## config.mk

```make
export PLATFORM = sky130hd
export DESIGN_NAME = intr_ctrl
export DESIGN_NICKNAME = d
export VERILOG_FILES = /design/src/rtl/intr_ctrl_pkg.sv /design/src/rtl/intr_prio_enc.sv /design/src/rtl/intr_ctrl.sv
export SDC_FILE = /design/constraint.sdc
export NUM_CORES = 1
export LEC_CHECK = 0
export BUFFER_PORTS_ARGS = -buffer_cell sky130_fd_sc_hd__buf_2
export CORE_MARGIN = 3
export CORE_UTILIZATION = 49
export DETAILED_ROUTE_END_ITERATION = 10
export PLACE_DENSITY = 0.95
export SYNTH_ARGS = -nofsm -noshare
export SYNTH_HDL_FRONTEND = slang
export SYNTH_SLANG_ARGS = --single-unit
```

## constraint.sdc

```tcl
create_clock -name clk -period 2.7 [get_ports clk]
set_input_delay 0.135 -clock clk [delete_from_list [all_inputs] [get_ports clk]]
set_output_delay 0.135 -clock clk [all_outputs]
set_load 0.01 [all_outputs]
```

## src/rtl/intr_ctrl_pkg.sv

```systemverilog
// Shared types and constants for the single-level interrupt controller.
package intr_ctrl_pkg;

   localparam int INTR_NUM_SRC = 4;
   localparam int SRC_UART_RX  = 0;
   localparam int SRC_TIMER    = 1;

   typedef enum logic [1:0] {
      INTR_IDLE,
      INTR_REQ,
      INTR_SERVICE
   } intr_state_t;

endpackage

```

## src/rtl/intr_prio_enc.sv

```systemverilog
// Lowest-index-wins priority encoder: reports whether any bit is set and the
// index of the lowest one.
module intr_prio_enc
   import intr_ctrl_pkg::*;
#(
   parameter int NUM_SRC = INTR_NUM_SRC,
   parameter int ID_W    = $clog2(NUM_SRC)
) (
   input  logic [NUM_SRC-1:0] eligible,
   output logic               valid,
   output logic [ID_W-1:0]    id
);

   always_comb begin
      // NOTE: every output gets a default before any conditional assignment so no latch is inferred.
      valid = 1'b0;
      id    = '0;
      // Scanning downward lets the lowest set index overwrite the others.
      for (int i = NUM_SRC - 1; i >= 0; i--) begin
         if (eligible[i]) begin
            valid = 1'b1;
            id    = ID_W'(i);
         end
      end
   end

endmodule

```

## src/rtl/intr_ctrl.sv

```systemverilog
// Interrupt controller: latches source events, masks them, raises one
// fixed-priority request and holds off further requests until IRET.
module intr_ctrl
   import intr_ctrl_pkg::*;
#(
   parameter int NUM_SRC = INTR_NUM_SRC,
   parameter int ID_W    = $clog2(NUM_SRC)
) (
   input  logic               clk,
   input  logic               reset,
   input  logic [NUM_SRC-1:0] irq_src,
   input  logic               w_intr,
   input  logic               w_intr_sel,
   input  logic [31:0]        w_intr_data,
   input  logic               intr_ack,
   input  logic [31:0]        pc_next,
   input  logic               iret,
   output logic               intr_req,
   output logic [ID_W-1:0]    intr_id,
   output logic [31:0]        intr_handler,
   output logic [31:0]        epc,
   output logic               in_service
);

   intr_state_t        state, state_nxt;
   logic [NUM_SRC-1:0] pending, mask, eligible, clr;
   logic [ID_W-1:0]    id, win_id;
   logic [31:0]        handler;
   logic               win_valid, accept;

   assign eligible = pending & mask;

   intr_prio_enc #(
      .NUM_SRC (NUM_SRC),
      .ID_W    (ID_W)
   ) u_prio_enc (
      .eligible (eligible),
      .valid    (win_valid),
      .id       (win_id)
   );

   assign accept = (state == INTR_REQ) && intr_ack;
   assign clr    = accept ? (NUM_SRC'(1) << id) : '0;

   always_comb begin
      state_nxt = state;
      unique case (state)
         INTR_IDLE:    if (win_valid) state_nxt = INTR_REQ;
         // A request withdrawn by masking falls back to IDLE to re-arbitrate.
         INTR_REQ: begin
            if (intr_ack)            state_nxt = INTR_SERVICE;
            else if (!eligible[id])  state_nxt = INTR_IDLE;
         end
         INTR_SERVICE: if (iret) state_nxt = INTR_IDLE;
         default:      state_nxt = INTR_IDLE;
      endcase
   end

   always_ff @(posedge clk or negedge reset) begin
      if (!reset) begin
         state   <= INTR_IDLE;
         pending <= '0;
         mask    <= '0;
         handler <= '0;
         epc     <= '0;
         id      <= '0;
      end else begin
         // NOTE: sequential state uses non-blocking assignments so every register samples pre-edge values.
         state   <= state_nxt;
         // A source high in its own clear cycle keeps its pending bit set.
         pending <= (pending & ~clr) | irq_src;
         if (w_intr && !w_intr_sel) handler <= w_intr_data;
         if (w_intr &&  w_intr_sel) mask    <= w_intr_data[NUM_SRC-1:0];
         if (accept) epc <= pc_next;
         if (state == INTR_IDLE && win_valid) id <= win_id;
      end
   end

   assign intr_req     = (state == INTR_REQ);
   assign in_service   = (state == INTR_SERVICE);
   assign intr_id      = id;
   assign intr_handler = handler;

endmodule

```

==> results.py, run 1 <==
metrics = {
    "yosys": {
        "synth-seq-cells": 76,
        "syn_area_per_cell_um2": 15.7,
        "synth_edf_count": 0,
        "synthMuxAreaShare": 0.265,
        "synth_compound_area_frac": 0.0243,
        "synth_top_family_by_area": "multiplexers",
        "ys.flop_type": "dfrtp_1",
        "synth_adder_area_share": 0,
        "synthTopCellsByArea": "dfrtp_1 65%, mux2_2 26%, a21o_1 0.77%",
        "async_flop_share": 1.00,
        "yosysTopAreaCell": "dfrtp_1",
        "synth_top_area_frac": 0.649,
        "synth-seq-area-share": 0.649,
        "synth_area_um2": 2930,
        "synth.net_count": 261,
        "yosys_warnings": 0,
        "synth_simple_gate_area_frac": 0.0436,
        "netlist_instances": 187,
        "synth_xor_area_frac": 0,
        "synth.distinct_cells": 24,
    },
    "timing": {
        "setup_viol_count_final": 0,
        "hold_viol": 0,
        "period_share": 0.630,
        "slew_headroom": 0.379,
        "clock_skew_ns": 0.00974,
        "fin_crit_ns": 1.70,
        "max_slew.worst_pin.slew_ns": 0.931,
        "rsz0062_at_grt": "no",
        "slew_viol_final": 0,
        "clock.fmax_ghz": 0.588,
        "tns_ns": 0,
    },
    "power_and_ir_drop": {
        "vdd.ir_drop.worst_v": 0.000446,
        "p_per_area_nw_per_um2": 962,
        "p_leak_nw": 1.93,
        "p_total_mw": 3.78,
    },
    "cts": {
        "cts.clk_slew.worst_paths_ns": 0.08,
        "insertion_delay_ns": 0.33,
        "clockBufferDepth": 2,
        "cts_setup_buffers": 0,
        "htree_num_levels": 3,
        "cts_tree": "yes",
        "clock_sinks": 76,
        "clock-root-buffer": "clkbuf_8",
        "cts_buffers": 9,
    },
    "critical_path": {
        "critPathArrivalTime_ns": 1.92,
        "required_ns": 2.91,
        "crit_start": "state[1]",
        "path_max_fanout": 36,
        "cp-end-kind": "flop",
        "criticalPathCategory": "reg2reg",
        "ff2ff_path_depth": 3,
        "startpoint_type": "flop",
        "r2r_slack_ns": 1.0,
        "crit_end": "pending[1]",
        "reg2reg_from": "state[1]",
        "worstReg2RegEnd": "pending[1]",
    },
    "layout": {
        "ff_latch_area_um2": 1900,
        "n_fill_cell": 411,
        "antennaDiodeCount": 0,
        "multiInputGateArea_um2": 978,
        "num-nets-final": 410,
        "syn_to_final_growth_pct": 34.2,
        "drive_above_1_share": 0.665,
    },
    "floorplanning": {
        "io_pins": 142,
        "coreArea_um2": 5640,
        "die_area_um2": 6940,
        "die_h_um": 83.3,
        "floorplan.rows": 27,
        "die_w_um": 83.3,
        "start_util": 0.519,
    },
    "min_path": {
        "hp-class": "in2reg",
    },
    "routing": {
        "drtIter0Drc": 37,
        "drcViolationCount": 0,
        "vias": 2001,
        "finalWirelength_um": 6310,
        "wire_per_inst_um": 15.3,
        "viasPerCell": 4.86,
        "dr.pass1.iters": 4,
        "ant_nets": 0,
    },
    "grt": {
        "antenna_found_initial": 0,
        "grt_max_degree": 77,
        "grt_pass1_vias": 2310,
        "gr-usage-all-layers": 0.194,
        "grt-ovfl-total": 0,
        "grt_pass1_wl_um": 10800,
    },
    "place": {
        "io_buffers": 141,
        "globalplace.congestion": 0.809,
        "dpl.hpwl_um": 4720,
    },
    "run_status": {
        "status": "finished, final reports clean",
    },
    "run": {
        "max_cap_violations": 0,
    },
}
-- kinds of logic (layout without fill, tap and decap cells) --
family,after synthesis,count (layout)
compound gates,10,10
mux,69,69
buf+inv,10,163
simple gates,22,22
flops,76,76
-- sequential cells by signal, summed over array words and instances, names as in the netlist --
register	cells
mask	4
state	2
pending	4
intr_id	2
intr_handler	32
epc	32
-- power breakdown --
group	switching [mW]	internal, mW	leakage, nW
Combinational	0.574	0.654	0.952
Clock	0.386	0.442	0.0979
Sequential	0.219	1.50	0.884
Total	1.18	2.60	1.93
-- layout by cell type, fill, tap and decap left out --
| cell | n |
|---|---|
| a311oi_1 | 1 |
| nand2_1 | 6 |
| nand4_1 | 1 |
| buf_4 | 2 |
| clkbuf_8 | 10 |
| a21o_1 | 3 |
| mux2_1 | 2 |
| a21boi_0 | 1 |
| bufinv_16 | 1 |
| dlygate4sd3_1 | 5 |
| nor2b_1 | 1 |
| clkinvlp_4 | 1 |
| dfrtp_1 | 76 |
| a211oi_1 | 2 |
| nor2b_2 | 1 |
| nand3_1 | 2 |
| nand3b_4 | 1 |
| nand3b_1 | 1 |
| inv_1 | 1 |
| nor2_1 | 5 |
| buf_2 | 140 |
| or3b_1 | 1 |
| nand2b_1 | 2 |
| o31ai_1 | 1 |
| clkinv_2 | 3 |
| mux2_2 | 67 |
| nand4b_1 | 1 |
| o21ai_0 | 2 |
-- critical path: stages, from the launching register on --
cell,delay [ns]
dfrtp_1,0.42
nand3b_4,0.48
or3b_1,0.50
a21o_1,0.19
-- how the worst min path moves through the flow --
stage | start | endpoint | slack [ns] | cells after the start
final | w_intr_data[5] | intr_handler[5] | 0.02 | 2
after global routing | pc_next[15] | epc[15] | 0.006 | 2
after CTS | w_intr_data[5] | intr_handler[5] | 0.004 | 2
after detailed placement | irq_src[3] | pending[3] | 0.32 | 2
after global placement | irq_src[2] | pending[2] | 0.31 | 2
after floorplan | reset | epc[0] | -0.16 | 0
-- what timing repair did --
item,in CTS,in global routing
gates resized for setup,0,0
setup endpoints to repair,0,0
endpoints found under the hold margin,80,0
hold buffers,5,0
-- routing by layer --
metal,share of wire,track usage,up-vias
li1,-,-,958
met1,0.39,0.223,944
met2,0.51,0.336,93
met3,0.090,0.0635,6
met4,0.0095,0.0758,0
met5,0,0,-
-- Yosys cell counts (2+ instances only) --
cell type and number:
nand2b_1 2, mux2_1 2, mux2_2 67, nor2_1 5, nand2_1 6, a21o_1 3
buf_2 4, dfrtp_1 76, nand3_1 2, buf_4 2, o21ai_0 2, clkbuf_1 2
a211oi_1 2, nor2b_1 2
-- final cells by class --
cell class | instances | area share
flip-flops and latches | 76 | 0.484
multi-input cells | 101 | 0.249
repair buffers | 147 | 0.195
clock buffers | 10 | 0.0350
well taps | 72 | 0.0229
clock inverters | 5 | 0.0134
inverters | 1 | 0.000955
-- through the flow --
step                hold WS [ns]  instance area (µm²)  setup WS [ns]  cells  utilization
finish                    0.0211                 3930          0.999    412        0.697
global route             0.00555                 3930          0.872    412        0.697
CTS                      0.00371                 3930          0.963    412        0.697
detailed placement         0.317                 3690          0.981    392        0.654
global placement           0.313                 3690           1.07    392        0.654
floorplan                 -0.161                 2930           1.45    187            -
Power figures use the tool's default switching activity.
==> inputs of run 2 (changes only) <==
--- a/config.mk
+++ b/config.mk
@@ -7,9 +7,9 @@
 export LEC_CHECK = 0
 export BUFFER_PORTS_ARGS = -buffer_cell sky130_fd_sc_hd__buf_2
 export CORE_MARGIN = 3
-export CORE_UTILIZATION = 49
+export CORE_UTILIZATION = 46
 export DETAILED_ROUTE_END_ITERATION = 10
-export PLACE_DENSITY = 0.95
+export PLACE_DENSITY = 0.91
 export SYNTH_ARGS = -nofsm -noshare
 export SYNTH_HDL_FRONTEND = slang
 export SYNTH_SLANG_ARGS = --single-unit
==> constraint.sdc (replaced) <==
create_clock -name clk -period 1.65 [get_ports clk]
set_input_delay 0.0825 -clock clk [delete_from_list [all_inputs] [get_ports clk]]
set_output_delay 0.0825 -clock clk [all_outputs]
set_load 0.01 [all_outputs]
==> run 2 against run 1 <==
Against the previous run:
- wire length grew 26%
- cell area grew 19%
- highest routed layer unchanged
- worst setup slack lost 0.69 ns
- fmax up 27%
- non-clock buffer count rose by 68
- largest cell class unchanged
- total power increased by 77%
- clock power is 94% higher
- via count grew 18%
==> results.py, run 2 (synthesis results as in run 1) <==
metrics = {
    "run_status": {
        "status": "finished, final reports clean",
    },
    "layout": {
        "final_area_um2": 4690,
        "final_cell_mix": "140 x buf_2, 76 x dfrtp_1, 70 x dlygate4sd3_1",
        "num-nets-final": 478,
        "drive_above_1_share": 0.560,
        "multiInputGateArea_um2": 978,
        "final_common_cell": "buf_2",
        "ff_latch_area_um2": 1900,
        "n_fill_cell": 355,
        "antennaDiodeCount": 0,
        "syn_to_final_growth_pct": 60.1,
    },
    "timing": {
        "max_slew.worst_pin.slew_ns": 0.503,
        "period_share": 0.811,
        "slew_viol_final": 0,
        "slew_headroom": 0.665,
        "hold_viol": 0,
        "clock_skew_ns": 0.00659,
        "tns_ns": 0,
        "rsz0062_at_grt": "no",
        "fin_crit_ns": 1.34,
        "clock.fmax_ghz": 0.747,
        "setup_viol_count_final": 0,
    },
    "critical_path": {
        "cp_top_family": "simple AND/OR/NAND/NOR gates",
        "criticalPathCategory": "reg2reg",
        "cpPeakStageDelay_ns": 0.42,
        "critPathArrivalTime_ns": 1.56,
        "path_max_fanout": 7,
        "reg2reg_from": "state[1]",
        "slowest_stage": "dfrtp_1",
        "crit_buf_inv": 0,
        "startpoint_type": "flop",
        "cp_cell_sequence": "nand3b_4 > or3b_1 > a21o_1",
        "cp-end-kind": "flop",
        "crit_start": "state[1]",
        "required_ns": 1.87,
    },
    "routing": {
        "ant_nets": 0,
        "finalWirelength_um": 7950,
        "drcViolationCount": 0,
        "dr.pass1.iters": 4,
        "viasPerCell": 4.88,
        "wire_per_inst_um": 16.4,
        "vias": 2361,
        "drtIter0Drc": 123,
    },
    "place": {
        "io_buffers": 141,
        "dpl-instance-area_um2": 3750,
        "globalplace.congestion": 0.850,
        "dpl.hpwl_um": 4750,
    },
    "power_and_ir_drop": {
        "p_int_mw": 4.66,
        "power_frac_seq": 0.425,
        "clkPwrFrac": 0.241,
        "vdd.ir_drop.worst_v": 0.000824,
        "switching_share": 0.303,
        "p_leak_nw": 2.25,
        "power_switching_mw": 2.02,
        "combPwrFrac": 0.334,
        "p_per_area_nw_per_um2": 1420,
    },
    "grt": {
        "grt_max_degree": 41,
        "grt-ovfl-total": 0,
        "gr-usage-all-layers": 0.228,
        "grt_pass1_vias": 2569,
        "antenna_found_initial": 0,
        "grt_pass1_wl_um": 12900,
    },
    "floorplanning": {
        "start_util": 0.486,
        "io_pins": 142,
        "die_w_um": 85.8,
        "coreArea_um2": 6030,
        "floorplan.rows": 28,
        "die_h_um": 85.8,
        "die_area_um2": 7360,
    },
    "cts": {
        "clock-root-buffer": "clkbuf_8",
        "insertion_delay_ns": 0.33,
        "cts_setup_buffers": 0,
        "cts_buffers": 9,
        "ctsResizeCount": 0,
        "clock_sinks": 76,
        "htree_num_levels": 3,
        "cts_tree": "yes",
        "cts_hold_buf": 69,
        "clockBufferDepth": 2,
        "cts.clk_slew.worst_paths_ns": 0.07,
    },
    "min_path": {
        "holdCritStartpoint": "intr_ack",
        "hp-class": "in2reg",
    },
    "run": {
        "max_cap_violations": 0,
    },
}
==> run 2: layer usage <==
metal,GRT usage,vias up,wire length (µm)
met5,0,-,0
met4,0.0777,0,112
met3,0.0586,10,542
met2,0.415,103,4180
met1,0.257,1153,3110
li1,-,1095,-
==> run 2: area by class of cell <==
class / count / share of cell area
clock inverters: 3 / 0.0144
multi-input cells: 101 / 0.209
clock buffers: 13 / 0.0360
inverters: 1 / 0.000800
well taps: 75 / 0.0200
repair buffers: 215 / 0.315
flip-flops and latches: 76 / 0.405
==> run 2: power by group through the flow <==
| stage | clock (mW) | combinational [mW] | sequential, mW |
|---|---|---|---|
| 6_report | 1.61 | 2.23 | 2.84 |
| 4_1_cts | 1.66 | 2.22 | 2.81 |
| 3_3_place_gp | 0 | 2.03 | 2.80 |
| 5_1_grt | 1.76 | 2.41 | 2.91 |
| 2_1_floorplan | 0 | 0.959 | 3.05 |
| 3_5_place_dp | 0 | 2.09 | 2.84 |
==> run 2: path summary, 6_finish.rpt <==
| path | endpoint | slack (ns) | cells after the start |
|---|---|---|---|
| max | pending[1] | 0.31 | 3 |
| min | pending[3] | 0.12 | 3 |
| min in group asynchronous | epc[31] | 0.26 | 2 |
| min reg2reg | intr_handler[5] | 0.49 | 1 |
| max reg2reg | pending[1] | 0.31 | 3 |
| max in group asynchronous | intr_handler[16] | 0.82 | 3 |
==> run 2: through the flow <==
stage	power (mW)	std cells	util	setup WS [ns]	hold slack, ns
final	6.68	484	0.778	0.312	0.124
after detailed placement	4.94	398	0.623	0.319	0.0876
after global placement	4.83	398	0.623	0.350	0.0774
after global routing	7.08	484	0.778	0.255	0.103
after floorplan	4.01	187	-	0.399	-0.213
after CTS	6.69	483	0.777	0.303	0.00123
==> run 2: worst min-delay path, cell delays in order <==
cell	delay, ns
buf_2	0.13
nand4_1	0.09
a21o_1	0.11
